`src/rtl/divider_arbiter.sv`:
```
// Round-robin front end that shares one sequential divider between NUM_REQ requesters.
// A watchdog aborts any divide that the divider does not finish within TIMEOUT cycles.
module divider_arbiter #(
  parameter int NUM_REQ = 2,
  parameter int DATA_W  = 8,
  parameter int TIMEOUT = 15
) (
  input  logic                      clk,
  input  logic                      reset,
  input  logic [NUM_REQ-1:0]        req,
  input  logic [NUM_REQ*DATA_W-1:0] req_dividend,
  input  logic [NUM_REQ*DATA_W-1:0] req_divisor,
  output logic [NUM_REQ-1:0]        gnt,
  output logic [NUM_REQ-1:0]        rsp_valid,
  output logic [DATA_W-1:0]         rsp_quotient,
  output logic [DATA_W-1:0]         rsp_remainder,
  output logic                      rsp_dbz,
  output logic                      rsp_timeout,
  output logic                      ctrl_busy,
  output logic                      div_start,
  output logic [DATA_W-1:0]         div_dividend,
  output logic [DATA_W-1:0]         div_divisor,
  input  logic                      div_busy,
  input  logic                      div_done,
  input  logic [DATA_W-1:0]         div_quotient,
  input  logic [DATA_W-1:0]         div_remainder,
  input  logic                      div_dbz
);

  localparam int PTR_W = (NUM_REQ > 1) ? $clog2(NUM_REQ) : 1;
  localparam int WD_W  = $clog2(TIMEOUT + 1);
  localparam logic [PTR_W:0]       NREQ_EXT = (PTR_W + 1)'(NUM_REQ);
  localparam logic [WD_W-1:0]      WD_LIMIT = WD_W'(TIMEOUT);
  localparam logic [NUM_REQ-1:0]   ONE_HOT0 = NUM_REQ'(1);

  typedef enum logic [1:0] {
    ST_IDLE    = 2'd0,
    ST_ISSUE   = 2'd1,
    ST_WAIT    = 2'd2,
    ST_RESPOND = 2'd3
  } state_t;

  state_t             state_q, state_d;
  logic [PTR_W-1:0]   rr_ptr_q, rr_ptr_d;
  logic [PTR_W-1:0]   owner_q, owner_d;
  logic [DATA_W-1:0]  dividend_q, dividend_d;
  logic [DATA_W-1:0]  divisor_q, divisor_d;
  logic [WD_W-1:0]    wdog_q, wdog_d;
  logic [NUM_REQ-1:0] gnt_q, gnt_d;
  logic [NUM_REQ-1:0] rsp_valid_q, rsp_valid_d;
  logic [DATA_W-1:0]  rsp_quotient_q, rsp_quotient_d;
  logic [DATA_W-1:0]  rsp_remainder_q, rsp_remainder_d;
  logic               rsp_dbz_q, rsp_dbz_d;
  logic               rsp_timeout_q, rsp_timeout_d;
  logic               ctrl_busy_q, ctrl_busy_d;
  logic               div_start_q, div_start_d;

  logic               found_s;
  logic [PTR_W-1:0]   win_s;
  logic [PTR_W-1:0]   win_next_s;
  logic [WD_W-1:0]    wdog_inc_s;
  logic [DATA_W-1:0]  dvd_arr_s [NUM_REQ];
  logic [DATA_W-1:0]  dvs_arr_s [NUM_REQ];

  // The divider's busy flag is informational only; sequencing relies on div_done.
  logic unused_div_busy_s;
  assign unused_div_busy_s = div_busy;

  for (genvar g = 0; g < NUM_REQ; g++) begin : g_unpack
    assign dvd_arr_s[g] = req_dividend[g*DATA_W +: DATA_W];
    assign dvs_arr_s[g] = req_divisor[g*DATA_W +: DATA_W];
  end

  assign wdog_inc_s = wdog_q + WD_W'(1);

  // Round-robin search: first asserted req at or above rr_ptr, wrapping.
  always_comb begin
    logic [PTR_W:0] cand;
    logic [PTR_W:0] cand_nxt;
    found_s    = 1'b0;
    win_s      = rr_ptr_q;
    win_next_s = rr_ptr_q;
    cand       = '0;
    cand_nxt   = '0;
    for (int k = 0; k < NUM_REQ; k++) begin
      cand     = {1'b0, rr_ptr_q} + (PTR_W + 1)'(k);
      cand     = (cand >= NREQ_EXT) ? (cand - NREQ_EXT) : cand;
      cand_nxt = cand + (PTR_W + 1)'(1);
      cand_nxt = (cand_nxt >= NREQ_EXT) ? '0 : cand_nxt;
      if (!found_s && req[cand[PTR_W-1:0]]) begin
        found_s    = 1'b1;
        win_s      = cand[PTR_W-1:0];
        win_next_s = cand_nxt[PTR_W-1:0];
      end else begin
        found_s = found_s;
      end
    end
  end

  // Next-state and next-output logic; all outputs come straight from flops.
  always_comb begin
    state_d         = state_q;
    rr_ptr_d        = rr_ptr_q;
    owner_d         = owner_q;
    dividend_d      = dividend_q;
    divisor_d       = divisor_q;
    wdog_d          = wdog_q;
    gnt_d           = '0;
    rsp_valid_d     = '0;
    rsp_quotient_d  = rsp_quotient_q;
    rsp_remainder_d = rsp_remainder_q;
    rsp_dbz_d       = rsp_dbz_q;
    rsp_timeout_d   = rsp_timeout_q;
    div_start_d     = 1'b0;
    case (state_q)
      ST_IDLE: begin
        if (found_s) begin
          state_d     = ST_ISSUE;
          owner_d     = win_s;
          rr_ptr_d    = win_next_s;
          dividend_d  = dvd_arr_s[win_s];
          divisor_d   = dvs_arr_s[win_s];
          gnt_d       = ONE_HOT0 << win_s;
          div_start_d = 1'b1;
        end else begin
          state_d = ST_IDLE;
        end
      end
      ST_ISSUE: begin
        state_d = ST_WAIT;
        wdog_d  = '0;
      end
      ST_WAIT: begin
        wdog_d = wdog_inc_s;
        // A real completion wins over a watchdog expiry in the same cycle.
        if (div_done) begin
          state_d         = ST_RESPOND;
          rsp_valid_d     = ONE_HOT0 << owner_q;
          rsp_quotient_d  = div_quotient;
          rsp_remainder_d = div_remainder;
          rsp_dbz_d       = div_dbz;
          rsp_timeout_d   = 1'b0;
        end else if (wdog_inc_s == WD_LIMIT) begin
          state_d         = ST_RESPOND;
          rsp_valid_d     = ONE_HOT0 << owner_q;
          rsp_quotient_d  = '1;
          rsp_remainder_d = dividend_q;
          rsp_dbz_d       = 1'b0;
          rsp_timeout_d   = 1'b1;
        end else begin
          state_d = ST_WAIT;
        end
      end
      ST_RESPOND: begin
        state_d = ST_IDLE;
      end
      default: begin
        state_d = ST_IDLE;
      end
    endcase
    ctrl_busy_d = (state_d != ST_IDLE);
  end

  // State and output registers; reset aborts any operation in flight.
  always_ff @(posedge clk or posedge reset) begin
    if (reset) begin
      state_q         <= ST_IDLE;
      rr_ptr_q        <= '0;
      owner_q         <= '0;
      dividend_q      <= '0;
      divisor_q       <= '0;
      wdog_q          <= '0;
      gnt_q           <= '0;
      rsp_valid_q     <= '0;
      rsp_quotient_q  <= '0;
      rsp_remainder_q <= '0;
      rsp_dbz_q       <= 1'b0;
      rsp_timeout_q   <= 1'b0;
      ctrl_busy_q     <= 1'b0;
      div_start_q     <= 1'b0;
    end else begin
      state_q         <= state_d;
      rr_ptr_q        <= rr_ptr_d;
      owner_q         <= owner_d;
      dividend_q      <= dividend_d;
      divisor_q       <= divisor_d;
      wdog_q          <= wdog_d;
      gnt_q           <= gnt_d;
      rsp_valid_q     <= rsp_valid_d;
      rsp_quotient_q  <= rsp_quotient_d;
      rsp_remainder_q <= rsp_remainder_d;
      rsp_dbz_q       <= rsp_dbz_d;
      rsp_timeout_q   <= rsp_timeout_d;
      ctrl_busy_q     <= ctrl_busy_d;
      div_start_q     <= div_start_d;
    end
  end

  assign gnt           = gnt_q;
  assign rsp_valid     = rsp_valid_q;
  assign rsp_quotient  = rsp_quotient_q;
  assign rsp_remainder = rsp_remainder_q;
  assign rsp_dbz       = rsp_dbz_q;
  assign rsp_timeout   = rsp_timeout_q;
  assign ctrl_busy     = ctrl_busy_q;
  assign div_start     = div_start_q;
  assign div_dividend  = dividend_q;
  assign div_divisor   = divisor_q;

endmodule

```
`config.mk`:
```
export PLATFORM = sky130hd
export DESIGN_NAME = divider_arbiter
export DESIGN_NICKNAME = d
export VERILOG_FILES = /design/src/rtl/divider_arbiter.sv
export SDC_FILE = /design/constraint.sdc
export NUM_CORES = 1
export LEC_CHECK = 0
export ABC_CLOCK_PERIOD_IN_PS = 2000
export CAP_MARGIN = 20
export CORE_UTILIZATION = 42
export CTS_CLUSTER_SIZE = 10
export DETAILED_ROUTE_END_ITERATION = 16
export GPL_TIMING_DRIVEN = 0
export PLACE_DENSITY = 0.76
export SYNTH_ARGS = -nofsm -noshare
export SYNTH_HDL_FRONTEND = slang
export SYNTH_SLANG_ARGS = --single-unit
```
`constraint.sdc`:
```
create_clock -name clk -period 2 [get_ports clk]
set_input_delay 0.2 -clock clk [delete_from_list [all_inputs] [get_ports clk]]
set_output_delay 0.2 -clock clk [all_outputs]
set_load 0.03 [all_outputs]
```
==> results.sh <==
export IMPL_io_buffers=92
export IMPL_rsz0062_at_grt="no"
export IMPL_cp_max_fo=10
export IMPL_insertion_delay_ns=0.30
export IMPL_cp_end_kind="register"
export IMPL_rows=26
export IMPL_fin_cells=378
export IMPL_syn_to_final_growth_pct=51.2
export IMPL_vias=1952
export IMPL_drt_iter0_markers=112
export IMPL_wl_per_cell_um=14.8
export IMPL_crit_start="rr_ptr_q"
export IMPL_grt_pass1_vias=1838
export IMPL_yosysWarnings=0
export IMPL_cts_sinks=48
export IMPL_critPathKind="register to register"
export IMPL_finalSetupTns_ns=0
export IMPL_crit_arrival_ns=2.01
export IMPL_antenna_found_initial=0
export IMPL_fp_dieH_um=75.0
export IMPL_layout_min_cycle_time_ns=1.84
export IMPL_syn_inst=207
export IMPL_ys_ff_latch=48
export IMPL_r2r_setup_slack_ns=0.16
export IMPL_cpLargestDelayFamily="buffers and inverters"
export IMPL_status="completed"
export IMPL_cts_tree="done"
export IMPL_drc=0
export IMPL_clk_path_buf_depth=2
export IMPL_ys_seq_area_share_pct=53.7
export IMPL_finClkSkew_ns=0.00830
export IMPL_p_leak_uw=0.00151
export IMPL_critical_path_cell_chain="nor2_1 > nand2_1 > o21a_1 > ha_1 > buf_2 > buf_6 > mux2i_1 > o21ai_0"
export IMPL_register_area_um2=1200
export IMPL_final_common_cell="clkdlybuf4s50_1"
export IMPL_ys_types=37
export IMPL_maxCapViolCount=0
export IMPL_synth_edf_count=0
export IMPL_netlist_area_um2=2240
export IMPL_layout_drive_gt1_share_pct=6.82
export IMPL_critical_path_required_ns=2.16
export IMPL_grt_remaining_overflow=0
export IMPL_antenna_cells=0
export IMPL_routed_wl_mm=5.61
export IMPL_cp_slowest_stage_delay_ns=0.43
export IMPL_die_area_um2=5620
export IMPL_ctsHoldBuffers=0
export IMPL_clock_root_buffer="clkbuf_8"
export IMPL_min_path_type="primary input to async pin"
export IMPL_syn_avg_cell_area_um2=10.8
export IMPL_hpwl_mm=4.22
export IMPL_worstMarginPinSlew_ns=0.588
export IMPL_synthesis_nets=268
export IMPL_ios=95
export IMPL_fmax_ghz=0.542
export IMPL_place_inst=370
export IMPL_n_fill_cell=442
export IMPL_gp_congestion=0.796
export IMPL_grt_usage_pct=21.2
export IMPL_drv_slew=0
export IMPL_multi_input_area_um2=936
export IMPL_ir_drop_v=0.000756
export IMPL_final_cell_mix="clkdlybuf4s50_1 (92), dfrtp_1 (48), nand2_1 (24)"
export IMPL_ant_nets=0
export IMPL_htree_levels=2
export IMPL_start_util_pct=43.8
export IMPL_async_flop_share_pct=100
export IMPL_finalHoldViolCount=0
export IMPL_grt_max_degree=26
export IMPL_grt_first_pass_wirelength_mm=8.87
export IMPL_synthFlopType="dfrtp_1"
export IMPL_drt_first_pass_iters=4
export IMPL_fin_crit_sh_pct=92.2
export IMPL_path_buf_inv=2
export IMPL_fin_nets=368
export IMPL_start_kind="register"
export IMPL_setup_violations=0
export IMPL_r2r_start="rr_ptr_q"
export IMPL_core_um2=5110
export IMPL_maxSlewHeadroom_pct=60.6
export IMPL_worst_path_max_delay_cell="dfrtp_1"
export IMPL_power_density_nw_per_um2=1580
export IMPL_cts_made_buffers=5
export IMPL_cts_clk_slew_worst_paths_ns=0.08
export IMPL_die_w_um=75.0
export IMPL_postCtsSetupRepairBufs=0
export IMPL_routed_via_density=5.16
-- registers in the layout, summed over array words and instances, names as in the netlist, 2 cells and up --
name / count
gnt: 2
state_q: 2
wdog_q: 4
rsp_quotient: 8
div_divisor: 8
div_dividend: 8
rsp_remainder: 8
rsp_valid: 2
-- worst reg2reg max path, delay by kind of cell (launching register included) --
family / cells / cell delay (ns)
mux: 1 / 0.21
fa+ha+maj: 1 / 0.26
compound gates: 2 / 0.21
simple gates: 2 / 0.17
buf+inv: 2 / 0.44
flops: 1 / 0.43
-- worst paths after layout --
check / endpoint / cells after the start
min in group clk: rsp_valid[0] / 1
setup / recovery: div_divisor[3] / 8
setup reg to reg: div_divisor[3] / 8
max in group asynchronous: div_dividend[5] / 3
hold reg to reg: rsp_valid[0] / 1
hold / removal: rsp_quotient[7] / 2
-- Yosys cell counts (2+ instances only) --
| cell | instances | area (um2) |
|---|---|---|
| a21o_1 | 3 | 22.5 |
| a31oi_1 | 7 | 43.8 |
| and2_1 | 2 | 12.5 |
| buf_2 | 3 | 15.0 |
| clkbuf_1 | 6 | 22.5 |
| dfrtp_1 | 48 | 1200 |
| ha_1 | 6 | 75.1 |
| inv_1 | 13 | 48.8 |
| mux2i_1 | 17 | 170 |
| nand2_1 | 24 | 90.1 |
| nand3_1 | 3 | 15.0 |
| nor2_1 | 10 | 37.5 |
| nor2b_1 | 2 | 12.5 |
| o21ai_0 | 20 | 100 |
| o21ai_1 | 2 | 10.0 |
| o22a_1 | 8 | 70.1 |
| o22ai_1 | 7 | 43.8 |
| o31a_1 | 7 | 61.3 |
-- where the power goes --
| part | switching (uW) | internal (uW) | total [uW] |
|---|---|---|---|
| clock network | 311 | 371 | 682 |
| registers | 277 | 1400 | 1670 |
| logic | 1690 | 1310 | 3000 |
-- kinds of logic after synthesis --
| group | count (synthesis) | synth area share [%] |
|---|---|---|
| compound gates | 64 | 20.6 |
| simple gates | 48 | 10.1 |
| flops | 48 | 53.7 |
| buf+inv | 24 | 4.53 |
| mux | 17 | 7.61 |
| fa+ha+maj | 6 | 3.36 |
-- final cells by class --
cell class / count / share of cell area [%]
sequential: 48 / 35.5
timing repair buffer: 93 / 27.8
multi-input combinational: 135 / 27.7
tap: 70 / 2.59
clock buffer: 6 / 2.15
buffer: 10 / 1.63
inverter: 14 / 1.55
clock inverter: 2 / 1.04
-- per-stage QoR --
stage / cell area, um2 / hold WS, ns / setup WS [ns] / total power, uW / util, %
after global placement: 3240 / 0.436 / -0.302 / 4610 / 63.5
after global routing: 3380 / 0.304 / 0.0180 / 5680 / 66.2
after floorplan: 2240 / 0.348 / 0.222 / 3510 / -
final: 3380 / 0.255 / 0.156 / 5360 / 66.2
after detailed placement: 3260 / 0.445 / -0.253 / 4680 / 63.9
after CTS: 3370 / 0.271 / 0.0879 / 5380 / 66.1
-- layer usage --
layer	routed length, um	GRT usage, %	vias to the layer above
met2	2850	34.3	57
met3	255	4.28	8
met5	0	0	-
met1	2410	28.0	952
li1	-	-	935
met4	97	8.81	0
-- repair_timing --
| item | in CTS | in global routing |
|---|---|---|
| pin swaps | 0 | 0 |
| setup endpoints to repair | 1 | 10 |
| resized for setup | 1 | 2 |
| cloned | 0 | 0 |
Note: power is estimated with default switching activity, not from simulation.
